File: config.mk
export PLATFORM = sky130hd
export DESIGN_NAME = ks_note_seq
export DESIGN_NICKNAME = d
export VERILOG_FILES = /design/src/rtl/ks_note_seq.sv
export SDC_FILE = /design/constraint.sdc
export NUM_CORES = 1
export LEC_CHECK = 0
export CORE_UTILIZATION = 45
export DETAILED_ROUTE_END_ITERATION = 12
export PLACE_DENSITY = 0.73
export SYNTH_ARGS = -nofsm -noshare
export SYNTH_HDL_FRONTEND = slang
export SYNTH_SLANG_ARGS = --single-unit
File: constraint.sdc
create_clock -name clk_i -period 3.8 [get_ports clk_i]
set_clock_uncertainty 0.15 [all_clocks]
set_input_delay 0.95 -clock clk_i [delete_from_list [all_inputs] [get_ports clk_i]]
set_output_delay 0.95 -clock clk_i [all_outputs]
set_load 0.1 [all_outputs]
File: src/rtl/ks_note_seq.sv
// ks_note_seq: schedules one ks_string voice from a small queue of note events.
// Notes (period, duration, drum select) are queued through a valid/ready handshake
// and issued one at a time on sample ticks as a pluck phase followed by a ring phase.
// Optional build macro: KS_SEQ_AUTO_FREEZE_EN freezes the string while idle.
module ks_note_seq #(
    parameter int DATA_WIDTH = 8,
    parameter int MAX_LENGTH = 8,
    parameter int DUR_WIDTH  = 16,
    parameter int FIFO_DEPTH = 4,
    parameter int PLUCK_LEN  = 2
) (
    input  logic                          clk_i,
    input  logic                          rst_n,
    input  logic                          sample_tick_i,
    input  logic                          note_valid_i,
    output logic                          note_ready_o,
    input  logic [DATA_WIDTH-1:0]         note_period_i,
    input  logic [DUR_WIDTH-1:0]          note_dur_i,
    input  logic                          note_drum_i,
    output logic                          pluck_o,
    output logic [DATA_WIDTH-1:0]         period_o,
    output logic                          drum_string_no,
    output logic                          freeze_o,
    output logic                          busy_o,
    output logic [$clog2(FIFO_DEPTH):0]   fifo_level_o
);

    localparam int PTR_W = $clog2(FIFO_DEPTH);
    localparam int LVL_W = PTR_W + 1;
    localparam int PL_W  = $clog2(PLUCK_LEN + 1);
    localparam int CNT_W = (DUR_WIDTH > PL_W) ? DUR_WIDTH : PL_W;
    localparam logic [DATA_WIDTH-1:0] PERIOD_MAX = DATA_WIDTH'(MAX_LENGTH);
    localparam logic [DATA_WIDTH-1:0] PERIOD_MIN = DATA_WIDTH'(2);

    typedef enum logic [1:0] {
        IDLE,
        PLUCK,
        RING
    } state_t;

    state_t                 state;
    logic [DATA_WIDTH-1:0]  mem_period [FIFO_DEPTH];
    logic [DUR_WIDTH-1:0]   mem_dur    [FIFO_DEPTH];
    logic                   mem_drum   [FIFO_DEPTH];
    logic [PTR_W-1:0]       wr_ptr;
    logic [PTR_W-1:0]       rd_ptr;
    logic [LVL_W-1:0]       level;
    logic [CNT_W-1:0]       cnt;
    logic [CNT_W-1:0]       ring_len;
    logic                   push;
    logic                   pop;
    logic                   note_end;
    logic [DATA_WIDTH-1:0]  head_period;
    logic [DATA_WIDTH-1:0]  head_period_clamped;
    logic [CNT_W-1:0]       head_ring_len;

    assign note_ready_o = (level != LVL_W'(FIFO_DEPTH));
    assign push         = note_valid_i && note_ready_o;
    assign note_end     = sample_tick_i && (state == RING) && (cnt == CNT_W'(1));
    // Level register excludes this cycle's push, so a new entry cannot be popped before next cycle.
    assign pop          = (level != '0) && ((sample_tick_i && (state == IDLE)) || note_end);

    assign fifo_level_o = level;
    assign busy_o       = (state != IDLE);

`ifdef KS_SEQ_AUTO_FREEZE_EN
    assign freeze_o = (state == IDLE);
`else
    assign freeze_o = 1'b0;
`endif

    // Decode the head entry: clamp the period and enforce a ring of at least one tick.
    always_comb begin
        head_period         = mem_period[rd_ptr];
        head_period_clamped = head_period;
        if (head_period < PERIOD_MIN) begin
            head_period_clamped = PERIOD_MIN;
        end else if (head_period > PERIOD_MAX) begin
            head_period_clamped = PERIOD_MAX;
        end
        head_ring_len = (mem_dur[rd_ptr] == '0) ? CNT_W'(1) : CNT_W'(mem_dur[rd_ptr]);
    end

    // Queue storage; contents need no reset because the level gates every read.
    always_ff @(posedge clk_i) begin
        if (push) begin
            mem_period[wr_ptr] <= note_period_i;
            mem_dur[wr_ptr]    <= note_dur_i;
            mem_drum[wr_ptr]   <= note_drum_i;
        end
    end

    // Queue pointers and occupancy.
    always_ff @(posedge clk_i) begin
        if (!rst_n) begin
            wr_ptr <= '0;
            rd_ptr <= '0;
            level  <= '0;
        end else begin
            if (push) begin
                wr_ptr <= wr_ptr + PTR_W'(1);
            end
            if (pop) begin
                rd_ptr <= rd_ptr + PTR_W'(1);
            end
            level <= level + LVL_W'(push) - LVL_W'(pop);
        end
    end

    // Note sequencer: issues pluck and ring phases and the string controls.
    always_ff @(posedge clk_i) begin
        if (!rst_n) begin
            state          <= IDLE;
            cnt            <= '0;
            ring_len       <= '0;
            pluck_o        <= 1'b0;
            period_o       <= PERIOD_MAX;
            drum_string_no <= 1'b0;
        end else if (pop) begin
            // Shared by the idle start and the back-to-back handoff at the end of a ring.
            if (head_period == '0) begin
                state   <= RING;
                cnt     <= head_ring_len;
                pluck_o <= 1'b0;
            end else begin
                state          <= PLUCK;
                cnt            <= CNT_W'(PLUCK_LEN);
                ring_len       <= head_ring_len;
                pluck_o        <= 1'b1;
                period_o       <= head_period_clamped;
                drum_string_no <= mem_drum[rd_ptr];
            end
        end else if (sample_tick_i) begin
            case (state)
                PLUCK: begin
                    if (cnt == CNT_W'(1)) begin
                        state   <= RING;
                        cnt     <= ring_len;
                        pluck_o <= 1'b0;
                    end else begin
                        cnt <= cnt - CNT_W'(1);
                    end
                end
                RING: begin
                    if (cnt == CNT_W'(1)) begin
                        state <= IDLE;
                    end else begin
                        cnt <= cnt - CNT_W'(1);
                    end
                end
                default: begin
                end
            endcase
        end
    end

endmodule
* After elaboration in Yosys (flattened, before gate mapping) *
Memory sizes are Yosys's and may differ from the RTL's. A register that Yosys moved wholly into a read port is not among the register bits.
Cells that the tools add are included.

storage, ports and cells
  register bits = 50
  bits in writable memories = 100
  input bits = 29
  output and inout bits = 16
  memories kept = 3

memories
  name        depth  bits a word  rd ports  clocked after memory_dff  wr ports  RTL line  text
  mem_dur     4      16           1         1                         1         43        logic [DUR_WIDTH-1:0] mem_dur [FIFO_DEPTH];
  mem_period  4      8            1         1                         1         42        logic [DATA_WIDTH-1:0] mem_period [FIFO_DEPTH];
  mem_drum    4      1            1         1                         1         44        logic mem_drum [FIFO_DEPTH];

operators by class
  add/subtract/negate cells = 5
  magnitude comparators = 2
  eq/ne operators = 7
  muxes and demuxes = 26
  bitwise gates (word level) = 1
  reduce and logical (&&, ||, !) cells = 20

operators by type and width
  operator                                                        number
  2-to-1 mux 16 bit                                               6
  one-hot mux 16 bit (2 select lines)                             1
  2-to-1 mux 2 bit                                                9
  equality test 16 x 1 -> 1 bit (second input constant)           1
  zero test 16 bit                                                1
  2-to-1 mux 8 bit                                                2
  subtractor 16 x 1 -> 16 bit (second input constant)             1
  != test 3 bit (second input constant)                           3
  greater-than comparator 8 x 4 -> 1 bit (second input constant)  1
  zero test 8 bit                                                 1
  < comparator 8 x 2 -> 1 bit (second input constant)             1
  nonzero test 2 bit                                              4
  2-to-1 mux 1 bit                                                7
  AND reduction 3 bit                                             2
  nonzero test 3 bit                                              2
  logical AND 1 bit                                               5
  adder 2 x 1 -> 2 bit (second input constant)                    2
  one-hot mux 2 bit (2 select lines)                              1
  AND reduction 4 bit                                             1
  adder 3 x 1 -> 3 bit                                            1
  != test 3 x 2 -> 1 bit (second input constant)                  1
  subtractor 3 x 1 -> 3 bit                                       1
  equality test 2 x 1 -> 1 bit (second input constant)            1
  equality test 2 bit (second input constant)                     1
  other kinds (5)                                                 5

* Logic depth before layout (Yosys ltp) *
  depth in word-level cells = 7
  mapped depth = 13
  gate-level depth less buffers = 13

* Worst setup path before layout *
Ideal clock, no wire load.

  kind = register to register
  start point = register level[2], in the netlist fifo_level_o[2]
  end point = register level[2], in the netlist fifo_level_o[2]
  library setup time = 0.115 ns
  arrival time = 3.610 ns
  required time = 3.535 ns
  setup slack = -0.074 ns
  cell stages (with the launch flop) = 11
  cell sequence = dfxtp_1 nand2_1 and2_1 inv_1 ha_1 inv_1 ha_1 fa_1 xor2_1 xnor2_1 and2_1

between the ends
  cells in the longest elaborated chain, start to end = 4
  elaborated cells on any way between the ends = 6
  classes of those cells = add/sub: 2; eq/ne: 1; reduce/logical: 3

ends and longest elaborated chain
  item                       RTL line  text
  start, declared            47        logic [LVL_W-1:0] level;
  start signal, assigned     106       level <= level + LVL_W'(push) - LVL_W'(pop);
  != test 3 bit              57        assign note_ready_o = (level != LVL_W'(FIFO_DEPTH));
  named net note_ready_o     16        output logic note_ready_o,
  logical AND 1 bit          58        assign push = note_valid_i && note_ready_o;
  adder 3 x 1 -> 3 bit       106
  subtractor 3 x 1 -> 3 bit  106

The timed path passes the listed nets, and every way through them passes these cells.
A chain may end at the register's enable or synchronous reset.

* Final worst setup path *
  start point = register cnt[0]
  end point = register level[2], in the netlist fifo_level_o[2]

between the ends
  cells in the longest elaborated chain, start to end = 5

ends and longest elaborated chain
  item                           RTL line  text
  start, declared                48        logic [CNT_W-1:0] cnt;
  start signal, assigned         123       cnt <= head_ring_len;
  start signal, assigned         127       cnt <= CNT_W'(PLUCK_LEN);
  start signal, assigned         138       cnt <= ring_len;
  equality test 16 x 1 -> 1 bit  59        assign note_end = sample_tick_i && (state == RING) && (cnt == CNT_W'(1));
  logical AND 1 bit              59
  logical OR 1 bit               61        assign pop = (level != '0) && ((sample_tick_i && (state == IDLE)) || note_end);
  logical AND 1 bit              61
  subtractor 3 x 1 -> 3 bit      106

No other way between the ends.

==> impl_metrics.ini <==
[setup_path]
start_kind = flop
timing.rr.end = fifo_level_o[2]
crit_end = fifo_level_o[2]
end_kind = flop
regToRegStartpoint = cnt[0]
ff2ff_setup_slack_ns = 0.79
crit_type = flop to flop
critPathMaxFanout = 13
worstPathRequired_ns = 3.97
rr_worst_depth = 13
critPathMaxStageDelay_ns = 0.42
slowest_stage = dfxtp_1
crit_path_start = cnt[0]
crit_chain = ha_1, nor4b_1, nand4_1, buf_4, a211o_1, inv_2, ha_1, inv_1, ha_1, fa_1, xor2_1, xnor2_1, and2_1
critPathArrivalTime_ns = 3.18
cpMostUsedCell = ha_1

[global_route]
grt_pass1_vias = 3993
grt_use_total = 0.189
grt_pass1_wl_um = 20600
grt_start_max_net_pins = 55
grt_antenna_before_repair = 0
grt-ovfl-total = 0

[clock_network]
postCtsSetupBuffers = 0
clk_root_buffer_cell = clkbuf_16
clk_path_buf_depth = 2
hold_buffers = 0
cts_tree = built
clkTransAtPathRegs_ns = 0.06
cts.sinks = 153
numCtsBuffers = 17
clk_latency_ns = 0.43
htreeDepth = 4
cts_resized = 0

[finish]
final_layout_size_suffix_gt1_frac = 0.156
nets = 570
fin_area_sq_um = 7530
areaGrowthSynthToFinish_pct = 18.9
insertedDiodeCount = 0

[floorplan]
die_x_um = 121
fp.dieArea_sq_um = 14600
ios = 45
initial_core_util = 0.469
row_count = 42
die_h_um = 121
fp.coreArea_sq_um = 13500

[placed_design]
gp_congestion = 0.817
placed_area_sq_um = 6960
hpwl_um = 7990
portBuffers = 43

[timing]
fin_crit_ns = 3.01
holdWs_ns = 0.307
clock.fmax_mhz = 332
relSlewSlack = 0.355
fin_crit_sh = 0.792
finalSetupViolCount = 0
tns_ns = 0
slew_viol_final = 0
tightest_slew_ns = 0.964
hold_viol = 0
rsz0062_at_grt = false

[yosys]
synth_edf_count = 100
yosys_most_used_dff = edfxtp_1
netlist_area_sq_um = 6330
synth_cell_type_count = 52
synthArstFlopShare = 0
synth_cells = 481
synth_warnings = 0
avgSynthCellArea_sq_um = 13.2
synth-seq-cells = 153
syn-num-nets = 519
seq_area_frac_synth = 0.642

[drt]
vias_per_cell = 5.45
drt_iter0_drc = 197
wl_per_cell_um = 17.2
via_count = 3932
ant_nets = 0
wirelength_um = 12400
drc = 0
firstDrtPassIters = 5

[run_status]
status = finished clean

[worst_hold_path]
min_path_type = flop to flop
min_from = ring_len[8]
holdPathStages = 2

[pwr]
ir_drop_mv = 0.333
p_total_mw = 5.98
total_leakage_power_nw = 2.59
power.density_nw_per_um2 = 793

[run]
cap_viol_max_count = 0
## layer usage
metal  part of all wire  track usage
met4              0.021       0.0849
met2               0.49        0.303
met3              0.054       0.0505
met5                  0            0
met1               0.44        0.241
## stage by stage
step | setup slack, ns | util | cells
global route | 0.587 | 0.558 | 721
global placement | 0.453 | 0.515 | 689
floorplan | 0.267 | - | 481
detailed placement | 0.383 | 0.515 | 689
CTS | 0.788 | 0.558 | 721
finish | 0.791 | 0.558 | 721
## registers in the layout, indices dropped and copies added (netlist names), named ones only
register and flops:
mem_dur 64, mem_period 32, cnt 16, ring_len 16, period_o 8, mem_drum 4, fifo_level_o 3, rd_ptr 2
state 2, wr_ptr 2, drum_string_no 1, pluck_o 1
## placed cells by master, fill, tap and decap left out, types with 3 or more instances in the layout
master,Yosys,final
edfxtp_1,100,100
o21ai_0,22,22
nand4_1,4,4
and2_1,10,10
nand3_1,5,5
xnor2_1,9,9
nor3b_1,3,3
inv_1,10,10
a221oi_1,5,5
buf_4,2,28
nand2_1,67,66
nand2b_1,5,5
o211ai_1,11,11
clkinv_2,0,4
ha_1,8,8
xor2_1,9,9
clkbuf_16,0,17
clkdlybuf4s50_1,0,31
nor2_1,19,19
a31oi_1,12,12
nor4_1,7,7
a21boi_1,7,7
a21boi_0,13,13
nor3_1,7,7
nor2b_1,4,4
dfxtp_1,53,53
mux4_2,20,20
nor4b_1,3,3
a21oi_1,7,7
and3_1,8,8
## report_power, final
part	leakage, nW	internal [mW]	total [mW]	switching (mW)
clock network	0.280	0.964	1.62	0.656
registers	1.35	2.07	2.29	0.224
logic	0.963	0.826	2.06	1.24
## logic make-up after synthesis
group / synth area share
buffers and inverters: 0.0253
adders and majority gates: 0.0190
AOI/OAI and AO/OA: 0.0946
muxes: 0.0763
and+or+nand+nor: 0.118
other: 0.000592
xor gates and xnor gates: 0.0249
DFF: 0.642
## cell usage after synthesis (2+ instances only)
cell type,n,area share
a21boi_0,13,0.015
a21boi_1,7,0.0083
a21oi_1,7,0.0055
a221oi_1,5,0.0069
a31oi_1,12,0.012
and2_1,10,0.0099
and3_1,8,0.0079
buf_2,8,0.0063
buf_4,2,0.0024
clkbuf_1,17,0.010
dfxtp_1,53,0.17
edfxtp_1,100,0.47
ha_1,8,0.016
inv_1,10,0.0059
mux2_2,2,0.0036
mux4_2,20,0.071
nand2_1,67,0.040
nand2b_1,5,0.0049
nand3_1,5,0.0040
nand4_1,4,0.0040
nand4b_1,2,0.0028
nor2_1,19,0.011
nor2b_1,4,0.0040
nor3_1,7,0.0055
nor3b_1,3,0.0036
nor4_1,7,0.0069
nor4b_1,3,0.0042
o211ai_1,11,0.013
o21ai_0,22,0.017
or3_1,2,0.0020
xnor2_1,9,0.012
xor2_1,9,0.012
## worst max-delay path: cells and delay by family, from the launching register on
family          cells  cell delay [ns]
xor+xnor            2             0.28
simple gates        3             0.49
flops               1             0.42
compound gates      1             0.32
buf+inv             3             0.34
fa+ha+maj           4             0.87
## worst min path at each step
stage	end	slack, ns
3_5_place_dp	ring_len[8]	0.30
2_1_floorplan	ring_len[10]	0.29
4_1_cts	ring_len[8]	0.31
3_3_place_gp	ring_len[4]	0.29
5_1_grt	ring_len[3]	0.33
6_report	ring_len[8]	0.31
## area by class of cell
| cell class | instances | area [sq um] |
|---|---|---|
| clock buffers | 17 | 425 |
| clock inverters | 15 | 149 |
| fillers | 1067 | 5970 |
| inverters | 11 | 41.3 |
| multi-input cells | 290 | 2110 |
| flip-flops and latches | 153 | 4060 |
| well taps | 176 | 220 |
| repair buffers | 59 | 520 |
(Power assumes the default switching activity.)
